**config.mk**
```make
export PLATFORM = sky130hd
export DESIGN_NAME = instr_fetch_queue
export DESIGN_NICKNAME = d
export VERILOG_FILES = /design/src/rtl/instr_fetch_queue.sv
export SDC_FILE = /design/constraint.sdc
export NUM_CORES = 1
export LEC_CHECK = 0
export CORE_ASPECT_RATIO = 1.1
export CORE_MARGIN = 10
export CORE_UTILIZATION = 55
export CTS_CLUSTER_SIZE = 8
export DETAILED_ROUTE_END_ITERATION = 8
export PLACE_DENSITY = 0.79
export SYNTH_ARGS = -nofsm -noshare
export SYNTH_HDL_FRONTEND = slang
export SYNTH_SLANG_ARGS = --single-unit
```
**constraint.sdc**
```tcl
create_clock -name CLOCK_50 -period 3.8 [get_ports CLOCK_50]
set_clock_uncertainty 0.1 [all_clocks]
set_input_delay 0.57 -clock CLOCK_50 [delete_from_list [all_inputs] [get_ports CLOCK_50]]
set_output_delay 0.57 -clock CLOCK_50 [all_outputs]
set_load 0.005 [all_outputs]
```
**src/rtl/instr_fetch_queue.sv**
```systemverilog
// rtl/instr_fetch_queue.sv - instruction prefetch queue with single outstanding RAM read
//
// Purpose: fetches instruction words from a synchronous instruction RAM into a
// DEPTH-entry FIFO of {instruction, byte PC} pairs, stopping once the
// end-of-program word has been queued and restarting on a redirect.
//
// Ports:
//   CLOCK_50     in   system clock, all state on rising edge
//   rstn         in   synchronous active-low reset
//   imem_rd_en   out  instruction RAM read request
//   imem_addr    out  instruction RAM word address (byte PC >> 2)
//   imem_data    in   RAM read data, valid the cycle after imem_rd_en
//   instr_valid  out  head entry available to decode
//   instr_ready  in   decode accepts head entry
//   instr_out    out  head instruction word
//   instr_pc     out  byte PC of head instruction
//   redirect     in   taken branch/jump: flush and refetch
//   redirect_pc  in   new byte PC, bits [1:0] ignored
//   eof_seen     out  head entry equals EOF_WORD
//   fetch_count  out  words pushed into the FIFO since reset

module instr_fetch_queue #(
  parameter int          DEPTH      = 4,
  parameter int          IMEM_WORDS = 35,
  parameter logic [31:0] EOF_WORD   = 32'hFFFF_FFFF
) (
  input  logic        CLOCK_50,
  input  logic        rstn,
  output logic        imem_rd_en,
  output logic [31:0] imem_addr,
  input  logic [31:0] imem_data,
  output logic        instr_valid,
  input  logic        instr_ready,
  output logic [31:0] instr_out,
  output logic [31:0] instr_pc,
  input  logic        redirect,
  input  logic [31:0] redirect_pc,
  output logic        eof_seen,
  output logic [31:0] fetch_count
);

  localparam int AW = $clog2(DEPTH);
  localparam int CW = AW + 1;

  typedef enum logic {RUN = 1'b0, HALT = 1'b1} state_t;

  state_t      state_q, state_d;
  logic [31:0] fetch_pc;

  // Stage 1: request presented to the RAM this cycle.
  // Stage 2: RAM data returning this cycle, pushed at the next edge.
  // The *_syn flag marks an out-of-range fetch that never touches the RAM
  // and is replaced by EOF_WORD when it reaches the push stage.
  logic        s1_v, s1_syn;
  logic [31:0] s1_pc;
  logic        s2_v, s2_syn;
  logic [31:0] s2_pc;

  logic [31:0]   fifo_instr [DEPTH];
  logic [31:0]   fifo_pc    [DEPTH];
  logic [AW-1:0] wr_ptr, rd_ptr;
  logic [CW-1:0] count;

  logic        push, pop, push_eof, room, issue, in_range;
  logic [31:0] push_word;

  assign push      = s2_v;
  assign push_word = s2_syn ? EOF_WORD : imem_data;
  assign push_eof  = push && (push_word == EOF_WORD);
  assign pop       = instr_valid && instr_ready;

  // The word currently returning still needs a slot, so it counts against room.
  assign room      = (count + CW'(s2_v)) < CW'(DEPTH);
  assign in_range  = (fetch_pc >> 2) < 32'(IMEM_WORDS);

  assign imem_rd_en  = s1_v && !s1_syn;
  assign imem_addr   = s1_pc >> 2;
  assign instr_valid = (count != '0);
  assign instr_out   = fifo_instr[rd_ptr];
  assign instr_pc    = fifo_pc[rd_ptr];
  assign eof_seen    = instr_valid && (fifo_instr[rd_ptr] == EOF_WORD);

  // Next-state and issue decision. Issue is blocked while a request is on the
  // RAM port (single outstanding read) and on the edge that queues EOF, so
  // nothing is fetched past the end of the program.
  always_comb begin
    state_d = state_q;
    issue   = 1'b0;
    if (redirect) begin
      state_d = RUN;
    end else begin
      if (state_q == RUN && !s1_v && room && !push_eof)
        issue = 1'b1;
      if (push_eof)
        state_d = HALT;
    end
  end

  always_ff @(posedge CLOCK_50) begin
    if (!rstn) state_q <= RUN;
    else       state_q <= state_d;
  end

  always_ff @(posedge CLOCK_50) begin
    if (!rstn) begin
      fetch_pc    <= '0;
      s1_v        <= 1'b0;
      s1_syn      <= 1'b0;
      s1_pc       <= '0;
      s2_v        <= 1'b0;
      s2_syn      <= 1'b0;
      s2_pc       <= '0;
      wr_ptr      <= '0;
      rd_ptr      <= '0;
      count       <= '0;
      fetch_count <= '0;
    end else if (redirect) begin
      // Any returning RAM word is dropped by clearing the pipeline valids.
      fetch_pc <= redirect_pc & ~32'h3;
      s1_v     <= 1'b0;
      s2_v     <= 1'b0;
      wr_ptr   <= '0;
      rd_ptr   <= '0;
      count    <= '0;
    end else begin
      s1_v   <= issue;
      s1_syn <= issue && !in_range;
      if (issue) begin
        s1_pc    <= fetch_pc;
        fetch_pc <= fetch_pc + 32'd4;
      end
      s2_v   <= s1_v;
      s2_syn <= s1_syn;
      s2_pc  <= s1_pc;
      if (push) begin
        wr_ptr      <= wr_ptr + 1'b1;
        fetch_count <= fetch_count + 32'd1;
      end
      if (pop)
        rd_ptr <= rd_ptr + 1'b1;
      case ({push, pop})
        2'b10:   count <= count + 1'b1;
        2'b01:   count <= count - 1'b1;
        default: count <= count;
      endcase
    end
  end

  always_ff @(posedge CLOCK_50) begin
    if (rstn && !redirect && push) begin
      fifo_instr[wr_ptr] <= push_word;
      fifo_pc[wr_ptr]    <= s2_pc;
    end
  end

endmodule

```
Yosys cells after proc, flatten, opt, wreduce, memory -nomap -nowiden:

Memory sizes are Yosys's and may differ from the RTL's. A register that Yosys moved wholly into a read port is not among the register bits.
Cells that the tools add are included.

* add/sub/neg operators: 7
* order comparisons: 2
* equality and inequality tests: 4
* mux-type cells: 12
* bitwise operators: 3
* reduce and logical (&&, ||, !) cells: 21

Operator list (count)
* $mux 32: 3
* $eq 32x32->1 const B: 2
* $add 32x1->32 const B: 1
* $add 32x3->32 const B: 1
* $lt 30x6->1 const B: 1
* $logic_and 1x1->1: 10
* $mux 2: 4
* $pmux 3 s2: 1
* $logic_not 1->1: 5
* $add 2x1->2 const B: 2
* $mux 1: 4
* $reduce_and 2->1: 2
* $reduce_bool 2->1: 2
* $add 3x1->3: 1
* $add 3x1->3 const B: 1
* $lt 3x3->1 const B: 1
* $not 1->1: 3
* $reduce_bool 3->1: 1
* $sub 3x1->3 const B: 1
* $eq 2x1->1 const B: 1
* $eq 2x2->1 const B: 1
* $reduce_or 2->1: 1

* flip-flop bits (word level): 140
* RAM bits: 256
* bits of input ports: 68
* output and inout port bits: 131
* memories: 2

Memories
* fifo_instr: words 4, bits a word 32, rd ports 1, clocked after memory_dff 1, wr ports 1, RTL line 59 `logic [31:0] fifo_instr [DEPTH];`
* fifo_pc: words 4, bits a word 32, rd ports 1, clocked after memory_dff 1, wr ports 1, RTL line 60 `logic [31:0] fifo_pc [DEPTH];`

Depth between registers and ports, before layout:

Gate-level depths: netlist (run 1).

* depth after elaboration: 9
* mapped depth: 8
* gate-level depth less buffers: 8

Least setup slack after synthesis (run 1):

No wires, ideal clock.

* kind: input-to-reg
* start point: in rstn
* end point: mem fifo_instr[0][0] (enable)
* setup time: 0.427 ns
* arrival: 2.551 ns
* required time: 3.273 ns
* setup slack: 0.722 ns
* stages: 3
* path buffers: 2
* cell sequence: clkbuf_1 -> clkbuf_1 -> and3_1

* longest elaborated chain between the ends: 4

RTL lines
* start: declaration: RTL line 28 `input logic rstn,`
* $logic_and 1x1->1 (2 in a row): RTL line 150 `if (rstn && !redirect && push) begin`
* $mux 1: RTL line 150
* $mux 1 (implied by the code): RTL line 151 `fifo_instr[wr_ptr] <= push_word;`
* end: declaration: RTL line 59

Every way passes these cells.

==> qor.csv, run 1 <==
metric,value,unit
Synth Cell Area,15400,sq um
WP data required,3.13,ns
clk slew on worst S/H paths,0.05,ns
"Min Clock Period, post-route",3.63,ns
layout cells sized above 1,14.6,%
Mapped Avg Cell Area,14.4,sq um
antenna cells,0,
mux cell area share after synthesis,11.3,%
top_reg_cell synth,edfxtp_1,
Final setup viols,0,
Post-Route M1 WL,14300,microns
core area,27700,sq um
largest net degree at the start of global routing,100,
"EDFF count, synth",248,
Slew headroom,42.5,%
DR WL met2,17200,microns
Worst Hold Depth,2,
TritonCTS clock tree,done,
Vias/cell,5.65,
CP max stage cell,clkdlybuf4s50_1,
Register-to-Register Path Depth,6,
Global Route Usage Sum,19.4,%
simple-gate area share of the yosys netlist,12.5,%
crit-path cells,"buf_12, mux4_2, nand4_1, or4_1, nor3_1, clkdlybuf4s50_1",
final-layout fill cell count,1921,
fin. max-slew vios,0,
Area growth syn-to-layout,25.2,%
Post-Synth Adder-Cell Area,0.700,%
Register Area,10200,sq um
status,"finished, final reports clean",
hpwl dp,22400,microns
WL/cell,20.8,microns
"FF+latch count, synth",384,
Tot Pwr,9.11,mW
"antenna viol nets, final",0,
H-tree Lvls,2,
largest fanout on the critical path,34,
# IOs,199,
hold path endpoint,s1_pc[12]$_SDFFE_PN0P_,
Final #Nets,1354,
leakage power,6.75,nW
placed cell count,1580,
max-cap viol count,0,
clk root buf,clkbuf_16,
CTS Sinks,384,
gpl congestion,0.839,
clock latency on the worst-skew pair,0.54,ns
reg2reg end,fetch_count[29]$_SDFFE_PN0P_,
"Arr. time, crit path",2.96,ns
die height,195,microns
drc violations,0,
Synth Area in Compound Gates,4.13,%
routed wl met3,2720,microns
number of antenna violations at the first check in global routing,0,
vias in the first global route,9811,
Yosys cell types,54,
Synth top area share,48.4,%
Multi-input gate area,4860,sq um
TritonCTS Buffers,53,
fin crit share,95.5,%
RR Startpoint,push$_SDFF_PP0_,
main combinational cell family by area after synthesis,simple AND/OR/NAND/NOR gates,
Yosys top cell by area,edfxtp_1,
cts hold-fix bufs,0,
post-synthesis async set-or-reset flop share,0,%
crit-path max cell delay,0.54,ns
xor and xnor area share after synthesis,2.85,%
global route total overflow,0,
TritonRoute pass-1 iters,5,
Yosys Warn Count,0,
Post-Synthesis Cells,1066,
Max Fclk,275,MHz
routed wire length,34900,microns
flop2flop setup slack,1.41,ns
Highest Signal Layer,met4,
CP Class,reg2out,
crit end category,primary output,
Area contributors post-synth,"edfxtp_1 48%, dfxtp_1 18%, mux4_2 9.1%",
hold path start,s1_pc[12]$_SDFFE_PN0P_,
die area,35000,sq um
actual slew at the worst max-slew pin,0.862,ns
peak supply drop,0.000362,V
Buffers on Ports,192,
Max Buffers Root-to-Sink,3,
Non-Filler Instances,1681,
Core Rows,64,
class of the worst hold path,reg2reg,
1st-iter DRT viols,573,
Starting Density,55.5,%
sequential fraction of the synthesis area,66.1,%
Die Width,179,microns
"Core Util, Final",69.5,%
RSZ-0062 raised after global routing,false,
first-pass GRT wire length,55400,microns
post-route setup TNS,0,ns
Vias,9498,
Final Hold Viols,0,
Cell Pwr Density,474,nW/um^2
critical path startpoint category,register,
## flip-flops by register name, summed over array words and instances (netlist names), 2 cells and up, named ones only
name and count:
s2_pc 30, wr_ptr 2, s1_pc 30, fifo_instr 128, count 3, fetch_pc 30
fifo_pc 120, fetch_count 32, rd_ptr 2
## cells by family (layout without fill, tap and decap cells)
family	after synthesis	after routing
simple gates	336	336
xor+xnor	50	50
buf+inv	75	324
mux	96	96
compound gates	116	116
fa+ha+maj	8	8
other cells	1	4
flops	384	384
## where the power goes
| part | switching (mW) | internal (mW) |
|---|---|---|
| Sequential | 0.0618 | 4.49 |
| Combinational | 0.170 | 0.171 |
| Clock | 1.63 | 2.60 |
## per-stage QoR
step / setup slack, ns / instance area (sq um) / hold WS [ns]
2_1_floorplan: 0.722 / 15400 / 0.357
3_3_place_gp: 0.679 / 17700 / 0.375
3_5_place_dp: 0.665 / 17700 / 0.384
4_1_cts: 0.0580 / 19200 / 0.390
5_1_grt: 0.0390 / 19200 / 0.409
6_report: 0.170 / 19200 / 0.386
## final cells by class
type                    count  area share [%]
clock buffers              92            7.65
clock inverters             3           0.215
inverters                  13           0.254
multi-input cells         610            25.2
flip-flops and latches    384            52.9
well taps                 363            2.36
repair buffers            216            11.4
## worst max path at each step
stage / startpoint / slack [ns] / to / cells past startpoint
floorplan: rstn / 0.72 / fifo_instr[0][0]$_DFFE_PP_ / 3
global placement: register / 0.68 / eof_seen / 6
detailed placement: register / 0.66 / eof_seen / 6
CTS: register / 0.06 / eof_seen / 6
global route: register / 0.04 / eof_seen / 6
finish: register / 0.17 / eof_seen / 6
## repair_timing
action,CTS,global route
buffers inserted,0,6
gates resized for setup,0,0
setup endpoints to repair,0,1
## cell usage in the layout, fill, tap and decap left out, drive strengths merged, types with 3 or more instances in the layout
cell type / synthesis / routed
a31oi: 11 / 11
mux4: 62 / 62
or4: 4 / 4
nor4: 11 / 11
and3: 25 / 25
edfxtp: 248 / 248
a21oi: 20 / 20
clkdlybuf4s50: 0 / 190
clkbuf: 37 / 92
xnor2: 21 / 21
a21boi: 3 / 3
mux2i: 34 / 34
or3: 14 / 14
inv: 13 / 14
buf: 25 / 26
nand3: 54 / 54
ha: 7 / 7
nor2: 22 / 22
dfxtp: 136 / 136
o21ai: 74 / 74
nand4: 32 / 32
and4: 5 / 5
or2: 32 / 32
nand2: 58 / 58
nor3b: 3 / 3
nor2b: 36 / 36
xor2: 29 / 29
and2: 31 / 31
conb: 1 / 4
## cell usage after synthesis, types with 30 or more instances
cell type / n
and2_1: 30
nand4_1: 30
mux2i_1: 34
nand2_1: 57
edfxtp_1: 248
dfxtp_1: 136
nand3_1: 53
mux4_2: 62
clkbuf_1: 37
nor2b_1: 36
or2_2: 32
o21ai_0: 74
## routing by layer
metal	vias up	GRT usage (%)
met5	-	0
met4	0	4.93
met3	43	5.75
met2	325	32.5
met1	4680	24.3
li1	4450	-
## worst max-delay path: cells and delay by family (launching register included)
kind | cells | cell delay [ns]
simple gates | 3 | 0.84
flops | 1 | 0.49
buf+inv | 2 | 0.81
mux | 1 | 0.25
No activity file was read; power rests on OpenSTA's default activity.
==> run 2: changes to the inputs <==
Settings changed: CELL_PAD_IN_SITES_DETAIL_PLACEMENT from default to 0, CELL_PAD_IN_SITES_GLOBAL_PLACEMENT from default to 2, CORE_UTILIZATION 55 to 39, PLACE_DENSITY 0.79 to default, PLACE_DENSITY_LB_ADDON from default to 0.1.
==> qor.csv, run 2 (synthesis gave the netlist of run 1 again) <==
metric,value,unit
Final Hold Viols,0,
Slew headroom,46.3,%
"Arr. time, crit path",2.96,ns
Global Route Usage Sum,15.8,%
clock latency on the worst-skew pair,0.57,ns
fin. max-slew vios,0,
fin crit share,95.6,%
Max Fclk,275,MHz
RSZ-0062 raised after global routing,false,
Tot Pwr,9.21,mW
P_int,7.27,mW
Buffers on Ports,192,
hpwl dp,25300,microns
"most common cell after layout, fill and taps aside",edfxtp_1,
leakage power,6.79,nW
# IOs,199,
layout cells sized above 1,15.0,%
Vias/cell,5.10,
Psw,1.94,mW
routed wire length,38300,microns
max-cap viol count,0,
Die Width,209,microns
number of antenna violations at the first check in global routing,0,
CTS Sinks,384,
global route total overflow,0,
H-tree Lvls,2,
antenna cells,0,
crit-path max cell delay,0.56,ns
Final setup viols,0,
clk root buf,clkbuf_16,
Starting Density,39.3,%
first-pass GRT wire length,59300,microns
most frequent cells in the layout,"248 x edfxtp_1, 190 x clkdlybuf4s50_1, 134 x dfxtp_1",
Final #Nets,1360,
"Core Util, Final",49.9,%
actual slew at the worst max-slew pin,0.798,ns
largest net degree at the start of global routing,64,
post-route setup TNS,0,ns
TritonRoute pass-1 iters,5,
Clk pwr share,46.8,%
crit end category,primary output,
Largest Register,fifo_instr,
1st-iter DRT viols,490,
Cell Pwr Density,472,nW/um^2
"antenna viol nets, final",0,
Comb pwr share,3.8,%
Area growth syn-to-layout,26.9,%
TritonCTS clock tree,done,
core area,39100,sq um
CP max stage cell,or4_1,
Core Rows,76,
Max Buffers Root-to-Sink,3,
WP data required,3.13,ns
Vias,9337,
Largest register FFs,128,
CP Class,reg2out,
gpl congestion,0.742,
WL/cell,20.9,microns
Non-Filler Instances,1831,
crit-path cells,"buf_12, mux4_2, nand4_1, or4_1, nor3_1, clkdlybuf4s50_1",
clk slew on worst S/H paths,0.05,ns
"Min Clock Period, post-route",3.63,ns
placed cell count,1731,
fraction of power spent switching nets,21.1,%
class of the worst hold path,in2reg,
critical path startpoint category,register,
status,"finished, final reports clean",
peak supply drop,0.000378,V
part of the power in registers,49.4,%
die area,47800,sq um
drc violations,0,
largest fanout on the critical path,7,
biggest regs,"fifo_instr: 128 flops, fifo_pc: 120 flops, fetch_count: 32 flops",
TritonCTS Buffers,53,
die height,228,microns
vias in the first global route,9799,
## run 2: cell count changes in the layout (fill, tap and decap cells not counted), sizes merged
cell	change
buf	+5
clkbuf	+1
## run 2: critical path, delay by kind of cell, from the launching register on
kind,cells,cell delay (ns)
buffers and inverters,2,0.68
flip-flops,1,0.40
multiplexers,1,0.35
AND/OR/NAND/NOR,3,0.95
## run 2: layout make-up
type / count / area, sq um
fill: 3441 / 19600
sequential: 384 / 10200
multi-input combinational: 610 / 4860
timing repair buffer: 222 / 2250
clock buffer: 92 / 1470
tap: 507 / 634
clock inverter: 3 / 68.8
inverter: 13 / 48.8
## run 2: layer usage
layer / up-vias / global-route usage, % / wire length [microns]
met4: 0 / 3.80 / 543
met3: 40 / 3.81 / 2070
met5: - / 0 / 0
met2: 197 / 25.6 / 18500
li1: 4462 / - / -
met1: 4638 / 20.8 / 17200
## run 2: power groups by stage
stage                     Clock, mW  Sequential, mW  Combinational, mW
after floorplan                   0            4.61              0.182
after global placement            0            4.63              0.352
after detailed placement          0            4.63              0.354
after CTS                      4.45            4.55              0.356
after global routing           4.62            4.55              0.388
final                          4.31            4.55              0.351
## run 2: through the flow
| step | cell area, sq um | setup WS, ns | hold WS, ns |
|---|---|---|---|
| floorplan | 15400 | 0.722 | 0.357 |
| global placement | 17900 | 0.397 | 0.378 |
| detailed placement | 17900 | 0.434 | 0.385 |
| CTS | 19400 | 0.00644 | 0.336 |
| global route | 19500 | 0.0407 | 0.358 |
| finish | 19500 | 0.166 | 0.349 |
## run 2: final timing paths
path / depth (start not counted) / end / slack (ns) / from
max: 6 / eof_seen / 0.17 / register
max reg2reg: 5 / fetch_pc[27]$_SDFFE_PN0P_ / 1.35 / push$_SDFF_PP0_
min reg2reg: 2 / s1_pc[8]$_SDFFE_PN0P_ / 0.39 / s1_pc[8]$_SDFFE_PN0P_
min: 2 / s2_syn$_SDFFE_PN0N_ / 0.35 / rstn
## run 2: repair_timing
action | 4_1_cts | 5_1_grt
hold buffers | 0 | 0
cloned | 0 | 1
setup endpoints to repair | 1 | 20
buffers inserted | 0 | 4
gates resized for setup | 1 | 1
==> run 3: changes to the inputs <==
Settings changed: ABC_AREA from default to 1, CORE_UTILIZATION 39 to 35.
==> qor.csv, run 3 <==
metric,value,unit
flop2flop setup slack,1.00,ns
Global Route met1 Usage,21.3,%
global route total overflow,0,
TritonCTS clock tree,done,
antenna cells,0,
TritonRoute pass-1 iters,5,
CP max stage cell,clkdlybuf4s50_1,
cts hold-fix bufs,0,
Post-Synthesis Cells,1749,
hpwl dp,32100,microns
Global Route Usage Sum,17.5,%
clock latency on the worst-skew pair,0.58,ns
Cell Pwr Density,460,nW/um^2
"most common cell after layout, fill and taps aside",nand2_1,
"Core Util, Final",44.2,%
fin crit share,95.4,%
core area,46500,sq um
most frequent CP cell,nor2_1,
met2 Usage GRT,31.0,%
post-route setup TNS,0,ns
reg2reg end,s1_pc[31]$_SDFFE_PN0P_,
CTS Sinks,384,
Largest Register,fifo_instr,
crit-path max cell delay,0.52,ns
synth cell count leaders,"307 x nand2_1, 292 x nor2_1, 248 x edfxtp_1",
vias in the first global route,12847,
Vias,12734,
clk slew on worst S/H paths,0.05,ns
fin. max-slew vios,0,
"FF+latch count, synth",384,
"EDFF count, synth",248,
hold path endpoint,s2_pc[31]$_SDFFE_PN0N_,
largest net degree at the start of global routing,69,
Slew headroom,43.1,%
Max Fclk,276,MHz
Yosys top cell by area,edfxtp_1,
post-synthesis async set-or-reset flop share,0,%
crit end category,primary output,
dpl cell area,18900,sq um
leakage power,7.34,nW
Yosys cell types,38,
Setup WS post-layout,0.173,ns
placed cell count,2469,
Die Width,226,microns
Final Cell Area,20500,sq um
CP Class,reg2out,
busiest grt layer,met2,
RSZ-0062 raised after global routing,false,
Vias/cell,4.97,
Top Family by Delay on Critical Path,buffers and inverters,
first-pass GRT wire length,76000,microns
top_reg_cell synth,edfxtp_1,
DP Worst Slack,0.566,ns
number of antenna violations at the first check in global routing,0,
Largest register FFs,128,
sequential fraction of the synthesis area,62.1,%
Buffers on Ports,192,
Synth Cell Area,16400,sq um
"antenna viol nets, final",0,
die area,55900,sq um
most frequent cell after synthesis,nand2_1,
Non-Filler Instances,2563,
"Arr. time, crit path",2.96,ns
class of the worst hold path,in2reg,
Hold WS,0.241,ns
Worst Hold Depth,3,
crit-path cells,"inv_6, buf_6, nor2_1, nor2_1, o21ai_0, a21oi_1, nand3_1, nor2_2, nand3_1, nor2_1, clkdlybuf4s50_1",
Tot Pwr,9.45,mW
# IOs,199,
critical path startpoint category,register,
Register-to-Register Path Depth,11,
die height,247,microns
1st-iter DRT viols,655,
Synth top area share,45.5,%
Area contributors post-synth,"edfxtp_1 45%, dfxtp_1 17%, nand2_1 7.0%",
TritonCTS Buffers,54,
drc violations,0,
layout cells sized above 1,6.61,%
hold path start,rstn,
H-tree Lvls,2,
most frequent cells in the layout,"307 x nand2_1, 287 x nor2_1, 248 x edfxtp_1",
biggest regs,"fifo_instr: 128 flops, fifo_pc: 120 flops, fetch_count: 32 flops",
GRT met3 Usage,2.92,%
Final setup viols,0,
Buf/Inv on CP,3,
actual slew at the worst max-slew pin,0.854,ns
WL/cell,19.2,microns
WP data required,3.13,ns
status,"finished, final reports clean",
gpl congestion,0.811,
Mapped Avg Cell Area,9.36,sq um
RR Startpoint,s2_syn$_SDFFE_PN0N_,
Yosys Warn Count,0,
Starting Density,35.2,%
Final #Nets,2008,
"Min Clock Period, post-route",3.63,ns
Core Rows,83,
Max Buffers Root-to-Sink,3,
largest fanout on the critical path,19,
peak supply drop,0.000340,V
Area growth syn-to-layout,25.4,%
routed wire length,49300,microns
max-cap viol count,0,
clk root buf,clkbuf_16,
Final Hold Viols,0,
==> run 3: cell types whose count changed in the layout (fill, tap and decap cells not counted), sizes merged, moves of 24 or more <==
| cell | delta |
|---|---|
| nand3 | +24 |
| mux2i | -34 |
| o22ai | +51 |
| inv | +106 |
| nor2b | -36 |
| nand2 | +249 |
| mux4 | -62 |
| and3 | -25 |
| nor2 | +273 |
| o21ai | +102 |
| a21oi | +82 |
| and2 | -30 |
==> run 3: metal layers <==
layer,vias up,wire [microns]
met5,-,0
met4,0,991
met3,66,2360
met2,269,24800
met1,6053,21100
li1,6346,-
==> run 3: cells by family after synthesis <==
kind of cell,Yosys count,share of synthesized area (%)
other,1,0.0229
xor gates and xnor gates,9,0.481
DFF,384,62.1
buffers and inverters,219,5.42
adders and majority gates,8,0.657
AOI/OAI and AO/OA,342,11.1
and+or+nand+nor,786,20.3
==> run 3: cell type report <==
class                   count  area, sq um
fillers                  4502        26000
flip-flops and latches    384        10200
repair buffers            222         2240
well taps                 595          744
clock buffers              89         1510
inverters                 121          460
multi-input cells        1149         5370
clock inverters             3         37.5
==> run 3: power breakdown <==
part	total (mW)	internal, mW	switching [mW]
sequential	4.60	4.51	0.0857
clock	4.41	2.68	1.74
combinational	0.436	0.188	0.248
total	9.45	7.38	2.07
==> run 3: how the worst max path moves through the flow <==
stage	startpoint	end	depth (start not counted)
final	register	eof_seen	11
after global routing	register	eof_seen	11
after CTS	register	eof_seen	8
after detailed placement	register	eof_seen	8
after global placement	register	eof_seen	8
after floorplan	redirect	fifo_instr[0][0]$_DFFE_PP_	3
==> run 3: timing repair <==
action / CTS / global route
pin swaps: 0 / 0
setup endpoints to repair: 1 / 1
gates resized for setup: 0 / 7
cloned: 0 / 1
buffers inserted: 1 / 0
==> run 3: worst register-to-register path, stage by stage (launching register included) <==
cell and delay (ns):
dfxtp_1 0.30, buf_4 0.31, inv_2 0.23, nand2_1 0.21
nand4_1 0.13, nor2_1 0.23, nand3_2 0.31, nand3_1 0.44
buf_12 0.26, nand2_1 0.08, nand2_1 0.06, nor2_1 0.05
